### config.mk
export PLATFORM = sky130hd
export DESIGN_NAME = jtdsp16_sio_rx
export DESIGN_NICKNAME = d
export VERILOG_FILES = /design/src/rtl/jtdsp16_sio_rx.sv
export SDC_FILE = /design/constraint.sdc
export NUM_CORES = 1
export LEC_CHECK = 0
export CORE_MARGIN = 2
export CORE_UTILIZATION = 46
export DETAILED_ROUTE_END_ITERATION = 8
export GPL_ROUTABILITY_DRIVEN = 1
export GPL_TIMING_DRIVEN = 0
export PLACE_DENSITY = 0.81
export SLEW_MARGIN = 20
export SYNTH_ARGS = -nofsm -noshare
export SYNTH_HDL_FRONTEND = slang
export SYNTH_SLANG_ARGS = --single-unit
### constraint.sdc
create_clock -name clk -period 2.08 [get_ports clk]
set_input_delay 0.624 -clock clk [delete_from_list [all_inputs] [get_ports clk]]
set_output_delay 0.624 -clock clk [all_outputs]
set_load 0.005 [all_outputs]
### src/rtl/jtdsp16_sio_rx.sv
// Deserialises DSP16 SIO output (ock/do/sadd/old) into 16-bit words + 8-bit addresses, routed to left/right.
// Latency: word/left/right and strobes register on the clk edge that samples the 16th bit.
// No backpressure: the serial stream is free-running. Define JTDSP16_SIO_RX_ERR_EN for frame_err_o/err_cnt_o.
module jtdsp16_sio_rx #(
  parameter logic [7:0] LEFT_ADDR  = 8'h00,
  parameter logic [7:0] RIGHT_ADDR = 8'h01
) (
  input  logic        clk,
  input  logic        rst_n,
  input  logic        cen_i,
  input  logic        ock_i,
  input  logic        sio_do_i,
  input  logic        sadd_i,
  input  logic        old_i,
  output logic [15:0] word_o,
  output logic [7:0]  addr_o,
  output logic        word_stb_o,
  output logic [15:0] left_o,
  output logic [15:0] right_o,
  output logic        pair_stb_o,
  output logic        frame_err_o,
  output logic [7:0]  err_cnt_o
);

  typedef enum logic [1:0] {IDLE, SHIFT, HOLD} state_t;

  state_t      state_q;
  logic        ock_l_q;
  logic [15:0] sh_q;
  logic [7:0]  ash_q;
  logic [4:0]  bcnt_q;
  logic [15:0] word_q;
  logic [7:0]  addr_q;
  logic [15:0] left_q;
  logic [15:0] right_q;
  logic        word_stb_q;
  logic        pair_stb_q;
`ifdef JTDSP16_SIO_RX_ERR_EN
  logic        frame_err_q;
  logic [7:0]  err_cnt_q;
`endif

  logic        ev;
  logic [15:0] sh_d;
  logic [7:0]  ash_d;

  assign ev    = cen_i & ock_i & ~ock_l_q;
  assign sh_d  = {sh_q[14:0], sio_do_i};
  assign ash_d = {ash_q[6:0], sadd_i};

  always_ff @(posedge clk or negedge rst_n) begin
    if (!rst_n) begin
      state_q    <= IDLE;
      ock_l_q    <= 1'b0;
      sh_q       <= 16'd0;
      ash_q      <= 8'd0;
      bcnt_q     <= 5'd0;
      word_q     <= 16'd0;
      addr_q     <= 8'd0;
      left_q     <= 16'd0;
      right_q    <= 16'd0;
      word_stb_q <= 1'b0;
      pair_stb_q <= 1'b0;
`ifdef JTDSP16_SIO_RX_ERR_EN
      frame_err_q <= 1'b0;
      err_cnt_q   <= 8'd0;
`endif
    end else begin
      // strobes drop every clk regardless of cen
      word_stb_q <= 1'b0;
      pair_stb_q <= 1'b0;
`ifdef JTDSP16_SIO_RX_ERR_EN
      frame_err_q <= 1'b0;
`endif
      if (cen_i) begin
        ock_l_q <= ock_i;
        case (state_q)
          IDLE: begin
            if (ev && !old_i) begin
              sh_q    <= {15'd0, sio_do_i};
              ash_q   <= {7'd0, sadd_i};
              bcnt_q  <= 5'd1;
              state_q <= SHIFT;
            end
          end
          SHIFT: begin
            if (ev && bcnt_q == 5'd15) begin
              word_q     <= sh_d;
              addr_q     <= ash_q;
              word_stb_q <= 1'b1;
              // RIGHT_ADDR wins when both parameters match
              if (ash_q == RIGHT_ADDR) begin
                right_q    <= sh_d;
                pair_stb_q <= 1'b1;
              end else if (ash_q == LEFT_ADDR) begin
                left_q <= sh_d;
              end
              bcnt_q  <= bcnt_q + 5'd1;
              state_q <= old_i ? IDLE : HOLD;
            end else if (old_i) begin
              sh_q    <= 16'd0;
              ash_q   <= 8'd0;
              bcnt_q  <= 5'd0;
              state_q <= IDLE;
`ifdef JTDSP16_SIO_RX_ERR_EN
              frame_err_q <= 1'b1;
              if (err_cnt_q != 8'hFF) err_cnt_q <= err_cnt_q + 8'd1;
`endif
            end else if (ev) begin
              sh_q   <= sh_d;
              bcnt_q <= bcnt_q + 5'd1;
              if (bcnt_q < 5'd8) ash_q <= ash_d;
            end
          end
          HOLD: begin
            if (old_i) state_q <= IDLE;
          end
          default: state_q <= IDLE;
        endcase
      end
    end
  end

  assign word_o     = word_q;
  assign addr_o     = addr_q;
  assign word_stb_o = word_stb_q;
  assign left_o     = left_q;
  assign right_o    = right_q;
  assign pair_stb_o = pair_stb_q;
`ifdef JTDSP16_SIO_RX_ERR_EN
  assign frame_err_o = frame_err_q;
  assign err_cnt_o   = err_cnt_q;
`else
  assign frame_err_o = 1'b0;
  assign err_cnt_o   = 8'h00;
`endif

endmodule

# ---- Word level (Yosys, flattened, before mapping)
# Index checks and enable logic that the tools add are counted.
# W data, S select, Z words.
dict set report totals {
  regBits 89
  in_bits 7
  out_inout_bits 67
  elab_cells 67
}
dict set report op_classes {
  addsub 1
  n_lt_le_gt_ge 1
  eq_ne 9
  mux 28
  bitwise 4
  n_reduce_logical 13
}
# cell n
set op_table {}
lappend op_table {{$mux W15} 4}
lappend op_table {{$mux W8} 5}
lappend op_table {{$pmux W15 S2} 1}
lappend op_table {{$mux W5} 4}
lappend op_table {{$pmux W8 S2} 1}
lappend op_table {{$pmux W5 S2} 1}
lappend op_table {{$reduce_and A5 Y1} 2}
lappend op_table {{$eq A8 B1 Y1 const B} 1}
lappend op_table {{$logic_not A8 Y1} 1}
lappend op_table {{$mux W2} 4}
lappend op_table {{$reduce_and A4 Y1} 2}
lappend op_table {{$mux W1} 7}
lappend op_table {{$ne A3 B3 Y1 const B} 2}
lappend op_table {{$pmux W2 S3} 1}
lappend op_table {{$reduce_and A6 Y1} 1}
lappend op_table {{$add A5 B1 Y5 const B} 1}
lappend op_table {{$eq A5 B4 Y1 const B} 1}
lappend op_table {{$lt A5 B4 Y1 const B} 1}
lappend op_table {{$ne A2 B2 Y1 const B} 2}
lappend op_table {{$ne A4 B4 Y1 const B} 1}
lappend op_table {{$reduce_and A3 Y1} 1}
lappend op_table {{$and A1 B1 Y1} 2}
lappend op_table {{$eq A2 B1 Y1 const B} 1}
lappend op_table {{$eq A2 B2 Y1 const B} 1}
lappend op_table {{6 further kinds} 8}

# ---- Longest topological paths before layout
dict set report depth {
  word_depth 6
  ltp_mapped 10
}

# ---- Worst setup path after synthesis
# OpenSTA, ideal clock, no wires.
dict set report synth_path {
  kind {register to register}
  start {reg bcnt_q[0]}
  end {reg left_q[0] (netlist: left_o[0])}
  setup_ns 0.125
  arrival_time_ns 2.048
  setup_slack_ns -0.093
  path_stages_with_launch 11
  path_buffers 3
  path_cell_list {dfrtp_1 -> ha_1 -> and3_1 -> ha_1 -> nand2_1 -> nor4b_4 -> buf_6 -> and4_1 -> buf_6 -> buf_12 -> mux2_4}
}
dict set report synth_between {
  elab_chain_cells 3
}
# item line
set synth_lines {}
lappend synth_lines {{start, declared} 31} ;# logic [4:0] bcnt_q;
lappend synth_lines {{start signal, assigned} 98} ;# bcnt_q <= bcnt_q + 5'd1;
lappend synth_lines {{start signal, assigned} 111} ;# bcnt_q <= bcnt_q + 5'd1;
lappend synth_lines {{$eq A5 B4 Y1} 87} ;# if (ev && bcnt_q == 5'd15) begin
lappend synth_lines {{$logic_and A1 B1 Y1} 87}
lappend synth_lines {{$reduce_and A5 Y1 (no line)} --}
lappend synth_lines {{end signal, assigned} 60} ;# left_q <= 16'd0;
lappend synth_lines {{end signal, assigned} 96} ;# left_q <= sh_d;
lappend synth_lines {{end, declared} 34} ;# logic [15:0] left_q;
# No other way between the ends.
# A chain may end at the register's enable or synchronous reset.

# ---- Final worst setup path
dict set report layout_path {
  start {reg bcnt_q[1]}
  end {reg left_q[11] (netlist: left_o[11])}
}
# The elaborated chain is that of the path after synthesis.

==> results_dict.tcl <==
set metrics [dict create \
    yosysWarnings 0 \
    cap_viol_max_count 0 \
    drt_wl_total_um 8413 \
    finalMaxSlewViolations 0 \
    start_kind "flop" \
    yosysMostFrequentCell "dfrtp_1" \
    htreeDepth 3 \
    worst_slew_pin_slew_ns 0.6131 \
    cts_buffer_depth 2 \
    chipHeight_um 94.47 \
    grt_overflow 0 \
    finalClockSkew_ns 0.009126 \
    wl_per_cell_um 16.93 \
    synth_top_cell_by_area "dfrtp_1" \
    dr.first_iter.drc_count 126 \
    fmax_ghz 0.4472 \
    cp.required_ns 2.33 \
    grt_setup_unrepaired "yes" \
    io_pins 74 \
    period_minus_slack_ns 2.236 \
    cp-end-kind "flop" \
    pre_cts_slack_ns -0.6252 \
    cts_sinks 89 \
    synthTopCellsByCount "89 x dfrtp_1, 44 x nand2_1, 37 x mux2_2" \
    max_stage_delay_ns 0.37 \
    grt_max_degree 62 \
    hold_viol_final 0 \
    synth_cells 286 \
    fp.coreArea_mm2 0.007848 \
    slew_headroom_pct 58.75 \
    clock_latency_ns 0.36 \
    synth_edf_count 0 \
    period_share_pct 107.5 \
    antenna_found_initial 0 \
    syn_area_mm2 0.003765 \
    grt_use_total_pct 18.56 \
    seqCellArea_mm2 0.002227 \
    post_route_cells_drive_above_1_share_pct 31.14 \
    place_congestion 0.7210 \
    cts_buffers 9 \
    dr.pass1.iters 4 \
    critPathSlowestCell "dfrtp_1" \
    cts.clk_slew.worst_paths_ns 0.09 \
    placed_cells 461 \
    crit_fanout 5 \
    port_buffers 64 \
    total_power_mw 3.226 \
    synthToLayoutAreaGrowth_pct 38.19 \
    ant_nets 0 \
    synth_top_area_share_pct 59.16 \
    synth-async-reset-ratio_pct 100.0 \
    stdcell_count 497 \
    start_util_pct 47.98 \
    drc_errors 0 \
    ys.flop_type "dfrtp_1" \
    power_density_mw_per_mm2 620.2 \
    crit_chain "ha_2 > and3_4 > ha_4 > nand2_4 > nor4b_4 > buf_6 > and4_4 > buf_8 > clkbuf_16 > mux2_4" \
    arrival_ns 2.49 \
    synth_cell_types 40 \
    fillCellCount 534 \
    fp.dieArea_mm2 0.008925 \
    outcome "finished, violations left" \
    synth_area_leaders "dfrtp_1 59%, mux2_2 11%, mux2_4 7.6%" \
    place_area_mm2 0.004611 \
    grt_pass1_vias 2568 \
    hold_path_class "input port to asynchronous set/reset pin" \
    rows 32 \
    die_w_um 94.47 \
    avgViaCountPerCell 5.145 \
    ys_ff_latch 89 \
    vias 2557 \
    rrSetupSlack_ns -0.16 \
    holdBufCountCts 0 \
    p_leak_nw 2.441 \
    worst_slack_ns -0.1562 \
    hpwl_um 5164 \
    failed_checks "setup timing" \
    setup_viol 58 \
    ys_seq_area_share_pct 59.16 \
    nets 400 \
    cts-root-buf "clkbuf_8" \
    hold-worst-slack_ns 0.1782 \
    num_antenna_cells 0 \
    synth_area_per_cell_um2 13.16 \
    grt_pass1_wl_um 12680 \
    final_area_mm2 0.005202 \
    worst_ir_drop_vdd_mv 0.4121 \
    criticalPathCategory "flop to flop" \
    cts_tree "yes" \
    multi_input_area_mm2 0.001493 \
]
==> placed cells by master, fill, tap and decap left out, drive strengths merged, types with 2 or more instances in the layout <==
master and n:
mux2 56, a22o 2, inv 13, nor2b 3, nor2 5, conb 9, buf 37, clkinv 3
dfrtp 89, o21bai 2, a21oi 4, mux2i 8, o21ai 18, nand2 44, ha 2, clkbuf 15
nor4 2, clkdlybuf4s50 62
==> per-layer routing <==
layer	part of all wire, %	track usage [%]
met1	44	23.22
met2	50	31.31
met3	4.4	4.549
met4	1.9	7.005
met5	0	0
==> sequential cells by signal (all words and copies together), names as in the netlist <==
signal,cells
state_q,2
bcnt_q,5
word_o,16
word_stb_o,1
right_o,16
ash_q,8
addr_o,8
pair_stb_o,1
sh_q,15
ock_l_q,1
left_o,16
==> metrics by stage <==
step / utilization (%) / setup TNS (ns)
detailed placement: 58.75 / -36.01
finish: 66.29 / -4.967
global placement: 58.43 / -267.32
floorplan: - / -0.6284
global route: 66.29 / -8.897
CTS: 63.30 / -1.842
==> critical path, delay by kind of cell (launching register included) <==
kind,cells,cell delay [ns]
buffers and inverters,3,0.45
AND/OR/NAND/NOR,4,0.68
flip-flops,1,0.37
adder cells (fa/ha/maj),2,0.32
multiplexers,1,0.30
==> power breakdown <==
group          leakage, nW  switching (mW)  internal, mW
Sequential            1.23          0.0434          1.76
Combinational         1.11           0.136         0.101
Clock               0.0957           0.630         0.555
==> cell type report <==
cell class / instances / share of cell area (%)
flip-flops and latches: 89 / 42.81
multi-input cells: 173 / 28.69
repair buffers: 86 / 17.89
plain buffers: 20 / 3.583
well taps: 102 / 2.453
clock buffers: 9 / 2.381
clock inverters: 6 / 1.323
inverters: 12 / 0.8658
==> cells by family after synthesis <==
logic type | count (synthesis) | synth area share [%]
flip-flops | 89 | 59.16
multiplexers | 64 | 20.77
AND/OR/NAND/NOR | 66 | 8.973
buffers and inverters | 32 | 5.184
other | 1 | 0.09961
AO/OA/AOI/OAI | 31 | 4.885
adder cells (fa/ha/maj) | 3 | 0.9304
==> worst paths after layout <==
path,from,to,cells after the start
setup / recovery,bcnt_q[1],left_o[11],10
hold / removal,rst_n,right_o[10],1
setup reg to reg,bcnt_q[1],left_o[11],10
hold reg to reg,bcnt_q[4],bcnt_q[4],2
max in group asynchronous,rst_n,ash_q[4],2
min in group clk,bcnt_q[4],bcnt_q[4],2
==> repair_timing <==
action	in CTS	in global routing
setup endpoints to repair	61	76
resized for setup	18	34
gates cloned	0	3
setup buffers	11	7
No activity file was read; power rests on OpenSTA's default activity.
